===== src/rtl/ssr_pkg.sv =====
// Shared types for the shift/set/reset operand register: command codes and FSM states.
package ssr_pkg;

  localparam int OP_W = 3;

  typedef enum logic [OP_W-1:0] {
    OP_NOP  = 3'b000,
    OP_LOAD = 3'b001,
    OP_SHL  = 3'b010,
    OP_SHR  = 3'b011,
    OP_CLR  = 3'b100,
    OP_SET  = 3'b101,
    OP_SAR  = 3'b110,
    OP_ROL  = 3'b111
  } ssr_op_t;

  typedef enum logic [0:0] {
    ST_IDLE  = 1'b0,
    ST_SHIFT = 1'b1
  } ssr_state_t;

endpackage


===== src/rtl/ssr_step.sv =====
// One-position shift/rotate datapath; produces the next register value and the bit that leaves.
module ssr_step
  import ssr_pkg::*;
#(
  parameter int WIDTH = 64
) (
  input  logic [WIDTH-1:0] value,
  input  ssr_op_t          op,
  input  logic             fill,
  output logic [WIDTH-1:0] next_value,
  output logic             shift_out
);

  always_comb begin
    next_value = value;
    shift_out  = 1'b0;
    case (op)
      OP_SHL: begin
        next_value = {value[WIDTH-2:0], fill};
        shift_out  = value[WIDTH-1];
      end
      OP_SHR: begin
        next_value = {fill, value[WIDTH-1:1]};
        shift_out  = value[0];
      end
      OP_SAR: begin
        next_value = {value[WIDTH-1], value[WIDTH-1:1]};
        shift_out  = value[0];
      end
      OP_ROL: begin
        next_value = {value[WIDTH-2:0], value[WIDTH-1]};
        shift_out  = value[WIDTH-1];
      end
      default: ;
    endcase
  end

endmodule


===== src/rtl/shift_set_reg.sv =====
// Operand register with load, single-bit clear/set and iterative one-bit-per-cycle shifts.
module shift_set_reg
  import ssr_pkg::*;
#(
  parameter int WIDTH = 64,
  parameter int AMT_W = $clog2(WIDTH)
) (
  input  logic             clk,
  input  logic             rst,
  input  logic             start,
  input  logic [2:0]       op,
  input  logic [AMT_W-1:0] amt,
  input  logic             fill,
  input  logic [WIDTH-1:0] data_in,
  output logic [WIDTH-1:0] data_out,
  output logic             ready,
  output logic             done,
  output logic             carry
);

  ssr_state_t       state_q, state_d;
  logic [AMT_W-1:0] cnt_q, cnt_d;
  ssr_op_t          op_q, op_d;
  logic             fill_q, fill_d;
  logic [WIDTH-1:0] data_q, data_d;
  logic             carry_q, carry_d;
  logic             done_q, done_d;

  logic [WIDTH-1:0] step_value;
  logic             step_out;
  logic [WIDTH-1:0] bit_mask;

  // An index past the top bit shifts the one out entirely, so CLR/SET become no-ops.
  assign bit_mask = WIDTH'(1) << amt;

  ssr_step #(.WIDTH(WIDTH)) u_step (
    .value      (data_q),
    .op         (op_q),
    .fill       (fill_q),
    .next_value (step_value),
    .shift_out  (step_out)
  );

  always_comb begin
    state_d = state_q;
    cnt_d   = cnt_q;
    op_d    = op_q;
    fill_d  = fill_q;
    data_d  = data_q;
    carry_d = carry_q;
    done_d  = 1'b0;
    case (state_q)
      ST_IDLE: begin
        if (start) begin
          op_d   = ssr_op_t'(op);
          fill_d = fill;
          done_d = 1'b1;
          case (ssr_op_t'(op))
            OP_LOAD: data_d = data_in;
            OP_CLR:  data_d = data_q & ~bit_mask;
            OP_SET:  data_d = data_q | bit_mask;
            OP_SHL, OP_SHR, OP_SAR, OP_ROL: begin
              if (amt == '0) begin
                carry_d = 1'b0;
              end else begin
                done_d  = 1'b0;
                cnt_d   = amt;
                state_d = ST_SHIFT;
              end
            end
            default: ;
          endcase
        end
      end
      ST_SHIFT: begin
        data_d  = step_value;
        carry_d = step_out;
        cnt_d   = cnt_q - AMT_W'(1);
        if (cnt_q == AMT_W'(1)) begin
          state_d = ST_IDLE;
          done_d  = 1'b1;
        end
      end
      default: state_d = ST_IDLE;
    endcase
  end

  always_ff @(posedge clk or posedge rst) begin
    if (rst) begin
      state_q <= ST_IDLE;
      cnt_q   <= '0;
      op_q    <= OP_NOP;
      fill_q  <= 1'b0;
      data_q  <= '0;
      carry_q <= 1'b0;
      done_q  <= 1'b0;
    end else begin
      state_q <= state_d;
      cnt_q   <= cnt_d;
      op_q    <= op_d;
      fill_q  <= fill_d;
      data_q  <= data_d;
      carry_q <= carry_d;
      done_q  <= done_d;
    end
  end

  assign data_out = data_q;
  assign ready    = (state_q == ST_IDLE);
  assign done     = done_q;
  assign carry    = carry_q;

endmodule


===== config.mk =====
export PLATFORM = sky130hd
export DESIGN_NAME = shift_set_reg
export DESIGN_NICKNAME = d
export VERILOG_FILES = /design/src/rtl/ssr_pkg.sv /design/src/rtl/ssr_step.sv /design/src/rtl/shift_set_reg.sv
export SDC_FILE = /design/constraint.sdc
export NUM_CORES = 1
export LEC_CHECK = 0
export BUFFER_PORTS_ARGS = -buffer_cell sky130_fd_sc_hd__buf_2
export CORE_MARGIN = 5
export CORE_UTILIZATION = 38
export CTS_CLUSTER_SIZE = 12
export DETAILED_ROUTE_END_ITERATION = 7
export GPL_TIMING_DRIVEN = 0
export SLEW_MARGIN = 20
export SYNTH_ARGS = -nofsm -noshare
export SYNTH_HDL_FRONTEND = slang
export SYNTH_SLANG_ARGS = --single-unit

===== constraint.sdc =====
create_clock -name clk -period 6.14 [get_ports clk]
set_input_delay 0.921 -clock clk [delete_from_list [all_inputs] [get_ports clk]]
set_output_delay 0.921 -clock clk [all_outputs]
set_load 0.01 [all_outputs]

==> metrics <==
status complete, no violations; FMAX 0.409 GHz; WHS Path Cells 2; routed wl met2 10400 um; TritonCTS clock tree yes; Rows 46; Final min period 2.44 ns; die area 18600 um^2; setup_tns 0 ns; initial antenna violation count 0; RSZ-0062 raised after global routing no; Synth Area in XOR/XNOR 0.00702; Final GP Congestion 0.941; post-DR wirelength/cell 21.1 um; worst r2r path cells 6; final setup vio count 0; Synth Area in Simple Gates 0.257; Synth cell types 64; H-tree levels 3; clock sink count 77; cells after synthesis 725; GRT Residual Overflow 0; critical path peak fanout 10; post-synthesis instance area just over 6000 um^2; Worst R2R Setup Slack 4.08 ns; post_cts resized 0; CP Class in -> reg; global-route wire length before repair 35900 um; Req. time, crit path approximately 6.3 ns; Tightest Pin Transition 0.577 ns; initial DRC count between 500 and 600; Die Wd 136 um; Async SR Flop Fraction 1.00; num ports 144; final worst-path cycle share 0.398; Final Hold Vio Count 0; number of CTS-inserted buffers 9; #FFs+latches synth 77; worst IR drop on VDD 0.181 mV; Max Slew Vio Count 0; number of remaining DRC errors 0; startpoint types primary input; Antenna Cells 0; GRT Overall Usage 0.249; share of the synthesized area in compound gates (AO/OA/AOI/OAI) 0.288; ys flop type dfrtp_1; Max-Cap Viols 0; initial core utilization 0.384; Area growth, synth to finish 22.0%; clock transition at the registers of the reported paths 0.06 ns; setup bufs post-CTS 0; Root Buffer Master clkbuf_16; power density cells 430 nW/um^2; Leakage 3.09 nW; DR pass1 iterations 7; Clock Path Buffers 2; clock skew around 0.0067 ns; Final Util 0.469; wire length on met1 about 10000 um; Critical Path AT 2.65 ns; Skew-Pair Late Insertion Delay 0.36 ns; IO buf count 141; vias in the first global route 6436; DR top layer met4; Vias/cell ~6.1; multiplexer share of the synthesized area 0.0578; met3 WL between 1500 and 2000 um; main combinational cell family by area after synthesis compound AO/OA/AOI/OAI gates; Mean Syn Cell Area 8.36 um^2; Post-synth EDFFs 0; via count 6696; Routed Antenna Nets 0; Post-Syn Nets between 800 and 900; Post-DP HPWL roughly 17000 um; chip height around 140 um; kind of end point of the critical path register; Slew HR 0.615; post-cts hold buffer count 0; largest net degree at the start of global routing 43; Hold/Removal Path Class reg -> reg; layout cells sized above 1 0.259; NumNets Final 957; post-synthesis sequential area ratio 0.318; Yosys warnings 0; core area 15800 um^2; synthesized-area fraction occupied by adder cells 0.00413; total wire length 23200 um
[cell families (layout without fill, tap and decap cells)]
family,Yosys count,count (layout)
fa+ha+maj,2,2
mux,35,35
simple gates,302,302
compound gates,215,215
buf+inv,90,248
flops,77,77
xor+xnor,4,4
[path summary, 6_finish.rpt]
check,end,startpoint
worst max-delay path,data_out[40]$_DFFE_PP0P_,op[0]
worst min-delay path,fill_q$_DFFE_PP0P_,fill_q$_DFFE_PP0P_
worst max register to register,data_out[28]$_DFFE_PP0P_,state_q$_DFF_PP0_
worst min register to register,fill_q$_DFFE_PP0P_,fill_q$_DFFE_PP0P_
max in group asynchronous,data_out[38]$_DFFE_PP0P_,rst
min in group asynchronous,data_out[58]$_DFFE_PP0P_,rst
[state kept, by name, summed over array words and instances, names as in the netlist]
name,count
carry,1
cnt_q,6
data_out,64
done,1
fill_q,1
op_q,3
state_q,1
[synth_stat cells (2+ instances only)]
library cell	n	share of area
nand2_1	140	0.087
dfrtp_1	77	0.32
clkbuf_1	51	0.032
nor2_1	36	0.022
mux2i_1	35	0.058
nand3_1	35	0.029
o211ai_1	34	0.042
o21ai_0	34	0.028
nor3_1	33	0.027
a311oi_1	31	0.045
o2111a_1	31	0.058
o221ai_1	31	0.045
a31o_2	26	0.038
buf_2	20	0.017
a21oi_1	7	0.0058
buf_4	6	0.0074
nand4bb_1	6	0.011
a31o_1	5	0.0072
and4b_1	4	0.0066
and4bb_2	4	0.0083
buf_1	4	0.0025
nand2b_1	4	0.0041
nand4b_1	4	0.0058
or4b_1	4	0.0066
a211oi_1	3	0.0037
and2_1	3	0.0031
buf_6	3	0.0056
inv_1	3	0.0019
nor2b_1	3	0.0031
nor4b_2	3	0.0074
a21boi_0	2	0.0025
a21o_1	2	0.0025
and3_1	2	0.0021
and4_1	2	0.0029
clkbuf_2	2	0.0017
ha_1	2	0.0041
nand4_1	2	0.0021
nor3b_1	2	0.0025
nor4bb_1	2	0.0033
or3_1	2	0.0021
xor2_1	2	0.0029
[stage by stage]
stage	worst slack, ns	instances	hold WS [ns]	power, mW	instance area, um^2
detailed placement	3.36	1083	0.511	2.57	7070
floorplan	3.25	725	0.459	2.00	6060
CTS	3.74	1099	0.527	3.18	7390
finish	3.70	1099	0.521	3.18	7390
global placement	2.04	1082	0.506	2.55	7040
global route	3.55	1099	0.582	3.40	7390
[cell type report]
cell class	count	area [um^2]
clock buffer	11	243
fill	1620	8380
timing repair buffer	142	733
sequential	77	1930
multi-input combinational	558	3720
inverter	4	17.5
tap	216	270
buffer	86	395
clock inverter	5	83.8
[worst max-delay path, cell delays in order]
cell and delay (ns):
buf_2 0.12, buf_2 0.21, nor2_1 0.27, or3_1 0.15
clkbuf_1 0.32, clkbuf_1 0.45, o221ai_1 0.19
[layer usage]
metal,vias to the layer above,track usage
met5,-,0
met4,0,0.0957
met3,59,0.0470
met2,317,0.381
met1,3225,0.349
li1,3095,-
[report_power, final]
group | total, mW | switching (mW) | internal, mW
combinational | 1.53 | 0.890 | 0.644
clock | 0.612 | 0.243 | 0.369
sequential | 1.04 | 0.310 | 0.726
total | 3.18 | 1.44 | 1.74
[cell usage in the layout (no fill, tap or decap), types with 5 or more instances in the layout]
cell type	n
mux2i_1	35
o21ai_0	34
nor2_1	36
o2111a_1	31
o211ai_1	34
buf_2	161
o221ai_1	31
nand4bb_1	6
nand2_1	140
clkbuf_1	52
nor3_1	33
buf_4	6
a21oi_1	7
a31o_1	5
nand3_1	35
a311oi_1	31
clkbuf_16	9
a31o_2	26
dfrtp_1	77
Note: power is estimated with default switching activity, not from simulation.
